**config.mk**
```make
export PLATFORM = sky130hd
export DESIGN_NAME = mem_req_ctrl_flat
export DESIGN_NICKNAME = d
export VERILOG_FILES = /design/src/rtl/mem_req_ctrl_pkg.sv /design/src/rtl/mem_req_ctrl_if.sv /design/src/rtl/mem_req_ctrl_sat_counter.sv /design/src/rtl/mem_req_ctrl.sv /design/src/flat_wrapper.sv
export SDC_FILE = /design/constraint.sdc
export NUM_CORES = 1
export LEC_CHECK = 0
export BUFFER_PORTS_ARGS = -buffer_cell sky130_fd_sc_hd__buf_2
export CAP_MARGIN = 10
export CELL_PAD_IN_SITES_DETAIL_PLACEMENT = 1
export CELL_PAD_IN_SITES_GLOBAL_PLACEMENT = 1
export CORE_MARGIN = 4
export CORE_UTILIZATION = 36
export CTS_BUF_LIST = sky130_fd_sc_hd__clkbuf_4 sky130_fd_sc_hd__clkbuf_8
export CTS_CLUSTER_DIAMETER = 80
export DETAILED_ROUTE_END_ITERATION = 8
export PLACE_DENSITY = 0.77
export SLEW_MARGIN = 10
export SYNTH_ARGS = -nofsm -noshare
export SYNTH_HDL_FRONTEND = slang
export SYNTH_SLANG_ARGS = --single-unit
```
**constraint.sdc**
```tcl
create_clock -name clk -period 1.7 [get_ports clk]
set_input_delay 0.34 -clock clk [delete_from_list [all_inputs] [get_ports clk]]
set_output_delay 0.34 -clock clk [all_outputs]
set_load 0.05 [all_outputs]
```
**src/rtl/mem_req_ctrl_pkg.sv**
```systemverilog
// Shared definitions for the memory-stage request controller.
//   state_e : controller FSM states
//   WORD_W  : data word width
//   ADDR_W  : byte address width
package mem_ctrl_pkg;

  localparam int WORD_W = 16;
  localparam int ADDR_W = 16;

  typedef enum logic [1:0] {
    IDLE = 2'd0,
    BUSY = 2'd1,
    RESP = 2'd2,
    ERR  = 2'd3
  } state_e;

endpackage

```
**src/rtl/mem_req_ctrl_if.sv**
```systemverilog
// Bus bundle between the pipeline, the request controller and mem_system.
// Pipeline side : req_valid/req_wr/req_addr/req_wdata in, req_ready/stall/
//                 resp_valid/resp_rdata out.
// Memory side   : mem_Rd/mem_Wr/mem_Addr/mem_DataIn/mem_createdump out,
//                 mem_DataOut/mem_Done/mem_Stall/mem_CacheHit/mem_err in.
// master = the controller, slave = its environment (pipeline + mem_system).
interface mem_req_ctrl_if;
  import mem_ctrl_pkg::*;

  logic              req_valid;
  logic              req_wr;
  logic [ADDR_W-1:0] req_addr;
  logic [WORD_W-1:0] req_wdata;
  logic              req_ready;
  logic              stall;
  logic              resp_valid;
  logic [WORD_W-1:0] resp_rdata;

  logic              mem_Rd;
  logic              mem_Wr;
  logic [ADDR_W-1:0] mem_Addr;
  logic [WORD_W-1:0] mem_DataIn;
  logic              mem_createdump;
  logic [WORD_W-1:0] mem_DataOut;
  logic              mem_Done;
  logic              mem_Stall;
  logic              mem_CacheHit;
  logic              mem_err;

  modport master (
    input  req_valid, req_wr, req_addr, req_wdata,
    output req_ready, stall, resp_valid, resp_rdata,
    output mem_Rd, mem_Wr, mem_Addr, mem_DataIn, mem_createdump,
    input  mem_DataOut, mem_Done, mem_Stall, mem_CacheHit, mem_err
  );

  modport slave (
    output req_valid, req_wr, req_addr, req_wdata,
    input  req_ready, stall, resp_valid, resp_rdata,
    input  mem_Rd, mem_Wr, mem_Addr, mem_DataIn, mem_createdump,
    output mem_DataOut, mem_Done, mem_Stall, mem_CacheHit, mem_err
  );

endinterface

```
**src/rtl/mem_req_ctrl_sat_counter.sv**
```systemverilog
// Saturating up-counter with synchronous clear.
//   clk, rst : clock, asynchronous active-low reset
//   inc      : count up by one (holds at all-ones)
//   clear    : return to zero (wins over inc)
//   cnt      : current count
module sat_counter #(
  parameter int W = 16
) (
  input  logic         clk,
  input  logic         rst,
  input  logic         inc,
  input  logic         clear,
  output logic [W-1:0] cnt
);

  logic [W-1:0] cnt_q;
  logic [W-1:0] cnt_d;

  always_comb begin
    cnt_d = cnt_q;
    if (clear) begin
      cnt_d = '0;
    end else if (inc && (cnt_q != '1)) begin
      cnt_d = cnt_q + 1'b1;
    end
  end

  always_ff @(posedge clk or negedge rst) begin
    if (!rst) begin
      cnt_q <= '0;
    end else begin
      cnt_q <= cnt_d;
    end
  end

  assign cnt = cnt_q;

endmodule

```
**src/rtl/mem_req_ctrl.sv**
```systemverilog
// Memory-stage request controller placed directly upstream of mem_system.
// Takes one load/store at a time, drives and holds the mem_system request
// until Done, returns load data, stalls the pipeline while busy, and traps
// misaligned, timed-out or failed accesses in a sticky error state.
//   clk, rst   : clock, asynchronous active-low reset
//   bus        : pipeline + mem_system signals (mem_req_ctrl_if.master)
//   err        : sticky error flag
//   access_cnt : completed accesses (saturating)
//   hit_cnt    : completed accesses that hit in the cache (saturating)
module mem_req_ctrl
  import mem_ctrl_pkg::*;
#(
  parameter int TIMEOUT = 64,
  parameter int CNT_W   = 16
) (
  input  logic             clk,
  input  logic             rst,
  mem_req_ctrl_if.master   bus,
  output logic             err,
  output logic [CNT_W-1:0] access_cnt,
  output logic [CNT_W-1:0] hit_cnt
);

  // TIMEOUT-1 is the largest value the timeout counter must reach.
  localparam int              TO_W    = (TIMEOUT > 2) ? $clog2(TIMEOUT) : 1;
  localparam logic [TO_W-1:0] TO_LAST = TO_W'(TIMEOUT - 1);

  state_e state_q;
  state_e state_d;

  logic              rd_q;
  logic              wr_q;
  logic [ADDR_W-1:0] addr_q;
  logic [WORD_W-1:0] wdata_q;
  logic [WORD_W-1:0] rdata_q;
  logic [TO_W-1:0]   to_cnt;

  logic in_busy;
  logic accept_ok;
  logic done_ok;
  logic fail;
  logic timeout_hit;
  logic unused_mem_stall;

  assign in_busy     = (state_q == BUSY);
  assign accept_ok   = (state_q == IDLE) && bus.req_valid && !bus.req_addr[0];
  assign timeout_hit = (to_cnt == TO_LAST);
  // mem_err outranks Done; a Done on the last allowed cycle still completes.
  assign done_ok     = in_busy && bus.mem_Done && !bus.mem_err;
  assign fail        = in_busy && (bus.mem_err || (timeout_hit && !bus.mem_Done));

  assign unused_mem_stall = bus.mem_Stall;

  // FSM state register
  always_ff @(posedge clk or negedge rst) begin
    if (!rst) begin
      state_q <= IDLE;
    end else begin
      state_q <= state_d;
    end
  end

  // FSM next state
  always_comb begin
    state_d = state_q;
    case (state_q)
      IDLE: begin
        if (bus.req_valid) begin
          state_d = bus.req_addr[0] ? ERR : BUSY;
        end
      end
      BUSY: begin
        if (fail) begin
          state_d = ERR;
        end else if (bus.mem_Done) begin
          state_d = RESP;
        end
      end
      RESP:    state_d = IDLE;
      ERR:     state_d = ERR;
      default: state_d = IDLE;
    endcase
  end

  // FSM outputs
  always_comb begin
    bus.req_ready  = 1'b0;
    bus.stall      = 1'b1;
    bus.resp_valid = 1'b0;
    err            = 1'b0;
    case (state_q)
      IDLE: begin
        bus.req_ready = 1'b1;
        bus.stall     = bus.req_valid;
      end
      RESP:    bus.resp_valid = 1'b1;
      ERR:     err            = 1'b1;
      default: ;
    endcase
  end

  // Request capture and memory strobes. Strobes are registered so they are
  // clean and stay put for the whole BUSY period.
  always_ff @(posedge clk or negedge rst) begin
    if (!rst) begin
      rd_q    <= 1'b0;
      wr_q    <= 1'b0;
      addr_q  <= '0;
      wdata_q <= '0;
      rdata_q <= '0;
    end else begin
      if (accept_ok) begin
        addr_q  <= bus.req_addr;
        wdata_q <= bus.req_wdata;
        wr_q    <= bus.req_wr;
        rd_q    <= !bus.req_wr;
      end
      if (done_ok) begin
        rdata_q <= wr_q ? '0 : bus.mem_DataOut;
      end
      if (in_busy && (bus.mem_Done || fail)) begin
        rd_q <= 1'b0;
        wr_q <= 1'b0;
      end
    end
  end

  assign bus.mem_Rd         = rd_q;
  assign bus.mem_Wr         = wr_q;
  assign bus.mem_Addr       = addr_q;
  assign bus.mem_DataIn     = wdata_q;
  assign bus.mem_createdump = 1'b0;
  assign bus.resp_rdata     = rdata_q;

  sat_counter #(.W(CNT_W)) u_access_cnt (
    .clk   (clk),
    .rst   (rst),
    .inc   (done_ok),
    .clear (1'b0),
    .cnt   (access_cnt)
  );

  sat_counter #(.W(CNT_W)) u_hit_cnt (
    .clk   (clk),
    .rst   (rst),
    .inc   (done_ok && bus.mem_CacheHit),
    .clear (1'b0),
    .cnt   (hit_cnt)
  );

  // Counts cycles spent in BUSY; zero on every BUSY entry.
  sat_counter #(.W(TO_W)) u_timeout_cnt (
    .clk   (clk),
    .rst   (rst),
    .inc   (in_busy),
    .clear (!in_busy),
    .cnt   (to_cnt)
  );

endmodule
```
**src/flat_wrapper.sv**
```systemverilog
// flat-port wrapper written by rule: the top's interface ports become plain ports
module mem_req_ctrl_flat import mem_ctrl_pkg::*;
#(
  parameter int TIMEOUT = 64,
  parameter int CNT_W   = 16
)
  (clk, rst, err, access_cnt, hit_cnt, bus_req_valid, bus_req_wr, bus_req_addr, bus_req_wdata, bus_req_ready, bus_stall, bus_resp_valid, bus_resp_rdata, bus_mem_Rd, bus_mem_Wr, bus_mem_Addr, bus_mem_DataIn, bus_mem_createdump, bus_mem_DataOut, bus_mem_Done, bus_mem_Stall, bus_mem_CacheHit, bus_mem_err);
  mem_req_ctrl_if bus_i ();
  input  logic clk;
  input  logic rst;
  output logic err;
  output logic [CNT_W-1:0] access_cnt;
  output logic [CNT_W-1:0] hit_cnt;
  input wire logic [$bits(bus_i.req_valid)-1:0] bus_req_valid;
  input wire logic [$bits(bus_i.req_wr)-1:0] bus_req_wr;
  input wire logic [$bits(bus_i.req_addr)-1:0] bus_req_addr;
  input wire logic [$bits(bus_i.req_wdata)-1:0] bus_req_wdata;
  output wire logic [$bits(bus_i.req_ready)-1:0] bus_req_ready;
  output wire logic [$bits(bus_i.stall)-1:0] bus_stall;
  output wire logic [$bits(bus_i.resp_valid)-1:0] bus_resp_valid;
  output wire logic [$bits(bus_i.resp_rdata)-1:0] bus_resp_rdata;
  output wire logic [$bits(bus_i.mem_Rd)-1:0] bus_mem_Rd;
  output wire logic [$bits(bus_i.mem_Wr)-1:0] bus_mem_Wr;
  output wire logic [$bits(bus_i.mem_Addr)-1:0] bus_mem_Addr;
  output wire logic [$bits(bus_i.mem_DataIn)-1:0] bus_mem_DataIn;
  output wire logic [$bits(bus_i.mem_createdump)-1:0] bus_mem_createdump;
  input wire logic [$bits(bus_i.mem_DataOut)-1:0] bus_mem_DataOut;
  input wire logic [$bits(bus_i.mem_Done)-1:0] bus_mem_Done;
  input wire logic [$bits(bus_i.mem_Stall)-1:0] bus_mem_Stall;
  input wire logic [$bits(bus_i.mem_CacheHit)-1:0] bus_mem_CacheHit;
  input wire logic [$bits(bus_i.mem_err)-1:0] bus_mem_err;
  assign bus_i.req_valid = bus_req_valid;
  assign bus_i.req_wr = bus_req_wr;
  assign bus_i.req_addr = bus_req_addr;
  assign bus_i.req_wdata = bus_req_wdata;
  assign bus_req_ready = bus_i.req_ready;
  assign bus_stall = bus_i.stall;
  assign bus_resp_valid = bus_i.resp_valid;
  assign bus_resp_rdata = bus_i.resp_rdata;
  assign bus_mem_Rd = bus_i.mem_Rd;
  assign bus_mem_Wr = bus_i.mem_Wr;
  assign bus_mem_Addr = bus_i.mem_Addr;
  assign bus_mem_DataIn = bus_i.mem_DataIn;
  assign bus_mem_createdump = bus_i.mem_createdump;
  assign bus_i.mem_DataOut = bus_mem_DataOut;
  assign bus_i.mem_Done = bus_mem_Done;
  assign bus_i.mem_Stall = bus_mem_Stall;
  assign bus_i.mem_CacheHit = bus_mem_CacheHit;
  assign bus_i.mem_err = bus_mem_err;
  mem_req_ctrl #(.TIMEOUT(TIMEOUT), .CNT_W(CNT_W)) u_core (.clk(clk), .rst(rst), .bus(bus_i), .err(err), .access_cnt(access_cnt), .hit_cnt(hit_cnt));
endmodule
```
==> flow_summary_export.csv <==
group,metric,value,unit
outcome,status,"finished, violations left",
outcome,violations,"negative setup slack",
detailed_routing,via_count,3340,
layout,register_area,2280,um^2
yosys,ys_types,47,
global_route,first_global_vias,3615,
timing,drv_slew,0,
timing,fin_skew,0.00995,ns
yosys,synth_top_cell_by_area,"dfrtp_1",
yosys,async_flop_share,1.00,
timing,finalSetupViolCount,25,
floorplanning,rows,38,
worst_setup_path,crit_path_max_incr_delay,0.43,ns
floorplanning,core,11000,um^2
layout,layout_commonest_cell,"buf_2",
detailed_routing,drt-total-wl,12.0,mm
worst_setup_path,startpoint_type,"flop",
min_path,hold_path_class,"input port to flop",
timing,rsz0062_at_grt,"true",
yosys,syn_area,4100,um^2
layout,antennaDiodeCount,0,
layout,num-fill-cells,1178,
yosys,synth_area_leaders,"dfrtp_1 55%, mux2_2 9.1%, xor2_1 5.8%, nand2_1 3.8%, nand3b_1 3.1%",
floorplanning,die_h,115,um
timing,post-route-min-period,1.78,ns
yosys,synth_ff_type,"dfrtp_1",
layout,area_growth,42.5,%
detailed_routing,firstDrtPassIters,4,
worst_setup_path,setup.worst_path.class,"flop to primary output",
place,dp_hpwl,7.98,mm
yosys,postSynthCellCount,339,
yosys,synth_seq_cells,90,
place,port_buffers,140,
power,leakage,2.98,nW
detailed_routing,initialDrtViolationCount,85,
cts,cts_buffers,9,
cts,clk_latency,0.37,ns
job,cap_viol_max_count,0,
global_route,grt_pass1_wl,18.3,mm
timing,setup_ws,-0.0792,ns
cts,htreeDepth,3,
floorplanning,top_level_ports,143,
layout,nets,573,
detailed_routing,routed_via_density,5.07,
global_route,antenna_found_initial,0,
cts,cts.sinks,90,
timing,finalSetupTns,-0.913,ns
global_route,grt-ovfl-total,0,
timing,hold_viol,0,
floorplanning,die_w,115,um
global_route,grt.total_usage,0.174,
power,pwr-share-clk,0.176,
place,routabilityCongestion,0.770,
detailed_routing,final_antenna_net_count,0,
power,ir_drop,1.32,mV
yosys,yosysWarningCount,0,
worst_setup_path,worstPathRequired,1.36,ns
worst_setup_path,slowest_stage,"dfrtp_1",
power,swShare,0.471,
cts,cts_root_buf,"clkbuf_8",
worst_setup_path,path_buf_inv,2,
power,switching_power,4.64,mW
place,pre_cts_ws,-0.0117,ns
yosys,yosysTopAreaCellShare,0.549,
yosys,yosysSeqAreaShare,0.549,
floorplanning,initial_core_util,0.374,
layout,drive_gt1_frac,0.549,
power,power_density,1690,nW/um^2
detailed_routing,drc,0,
place,place_inst,621,
layout,instances_no_fill,659,
cts,cts.clk_slew.worst_paths,0.10,ns
worst_setup_path,path_delay_family,"flip-flops",
yosys,syn-mean-instance-area,12.1,um^2
yosys,synth-edff-count,0,
worst_setup_path,end_kind,"primary output",
timing,timing.fmax,0.562,GHz
power,p_seq_frac,0.334,
detailed_routing,post_drt_wl_per_cell,18.2,um
worst_setup_path,cp.arrival,1.44,ns
cts,clock_path_buffers,2,
cts,cts_tree,"done",
worst_setup_path,critPathMaxFanout,4,
worst_setup_path,path_cells,"buf_12 > or3_4 > buf_8",
floorplanning,dieArea,13200,um^2
layout,fin_util,0.533,
timing,timing.final.crit_share,1.05,
power,power,9.86,mW
layout,final_cell_mix,"136 x buf_2, 65 x dfrtp_1, 42 x nand2_1",
power,p_comb_frac,0.491,
yosys,postSynthNetCount,398,
layout,multi_input_area,2010,um^2
power,p_int,5.22,mW
global_route,grt_max_degree,37,
## per-stage QoR
step,instance area (um^2),hold slack [ns]
final,5850,0.186
after global routing,5850,0.162
after detailed placement,5100,0.296
after CTS,5440,0.169
after floorplan,4170,0.0444
after global placement,5100,0.296
## flip-flops by register name (all words and copies together) (netlist names)
name and cells:
u_core.bus.mem_Addr 16, u_core.bus.mem_DataIn 16, u_core.bus.mem_Rd 1, u_core.bus.mem_Wr 1, u_core.bus.resp_rdata 16, u_core.state_q 2
u_core.u_access_cnt.cnt 16, u_core.u_hit_cnt.cnt 16, u_core.u_timeout_cnt.cnt 6
## worst reg2reg max path: cells and delay by family, from the launching register on
family	cells	cell delay (ns)
multiplexers	1	0.32
AND/OR/NAND/NOR	1	0.22
buffers and inverters	4	0.67
flip-flops	1	0.43
## repair_timing
| item | 4_1_cts | 5_1_grt |
|---|---|---|
| setup endpoints to repair | 5 | 49 |
| hold buffers | 1 | 0 |
| resized for setup | 12 | 45 |
| gates cloned | 1 | 6 |
| setup buffers | 4 | 10 |
| hold endpoints to repair | 27 | 0 |
| pin swaps | 3 | 8 |
## synthesized netlist by cell type, drive strengths merged (3+ instances only)
master,number
xnor2,3
nor4b,3
a211oi,6
and3,5
buf,12
nand3,14
mux2,34
a31oi,4
a21oi,13
nor2b,3
mux2i,3
xor2,27
nand3b,17
nor3,6
and4,5
ha,3
nand4,9
inv,3
dfrtp,90
nor4,10
nor2,11
and2,3
nand2,43
## kinds of logic after synthesis
logic type               Yosys count  synth area share
XOR/XNOR                          30            0.0640
other                              1          0.000914
multiplexers                      37             0.102
AND/OR/NAND/NOR                  136             0.208
flip-flops                        90             0.549
buffers and inverters             17            0.0284
adder cells (fa/ha/maj)            3           0.00915
AO/OA/AOI/OAI                     25            0.0396
## area by class of cell
type                    count  area share
clock buffers              10      0.0235
clock inverters             6      0.0163
inverters                   3     0.00193
multi-input cells         233       0.343
flip-flops and latches     90       0.390
well taps                 140      0.0299
repair buffers            177       0.195
## worst paths after layout
check | startpoint | to | slack (ns) | cells after the start
setup / recovery | u_core.state_q[1] | bus_stall | -0.08 | 3
hold / removal | bus_mem_DataOut[13] | u_core.bus.resp_rdata[13] | 0.19 | 3
setup reg to reg | u_core.state_q[1] | u_core.bus.mem_DataIn[7] | -0.05 | 6
hold reg to reg | u_core.bus.resp_rdata[2] | u_core.bus.resp_rdata[2] | 0.47 | 2
max in group asynchronous | rst | u_core.u_hit_cnt.cnt[1] | 0.69 | 3
min in group asynchronous | rst | u_core.bus.mem_Addr[7] | 0.44 | 2
## routing by layer
metal  GRT usage  wire length (um)  up-vias
met5           0                 0        -
met1       0.202              4630     1672
met3      0.0632               971       17
met2       0.295              6160      104
li1            -                 -     1547
met4      0.0689               223        0
## power by group through the flow
stage	clock network (mW)	logic, mW	registers (mW)
floorplan	0	1.10	5.44
global placement	0	4.35	3.26
detailed placement	0	4.43	3.32
CTS	1.80	4.53	3.28
global route	1.90	5.12	3.39
finish	1.73	4.84	3.29
Note: power is estimated with default switching activity, not from simulation.
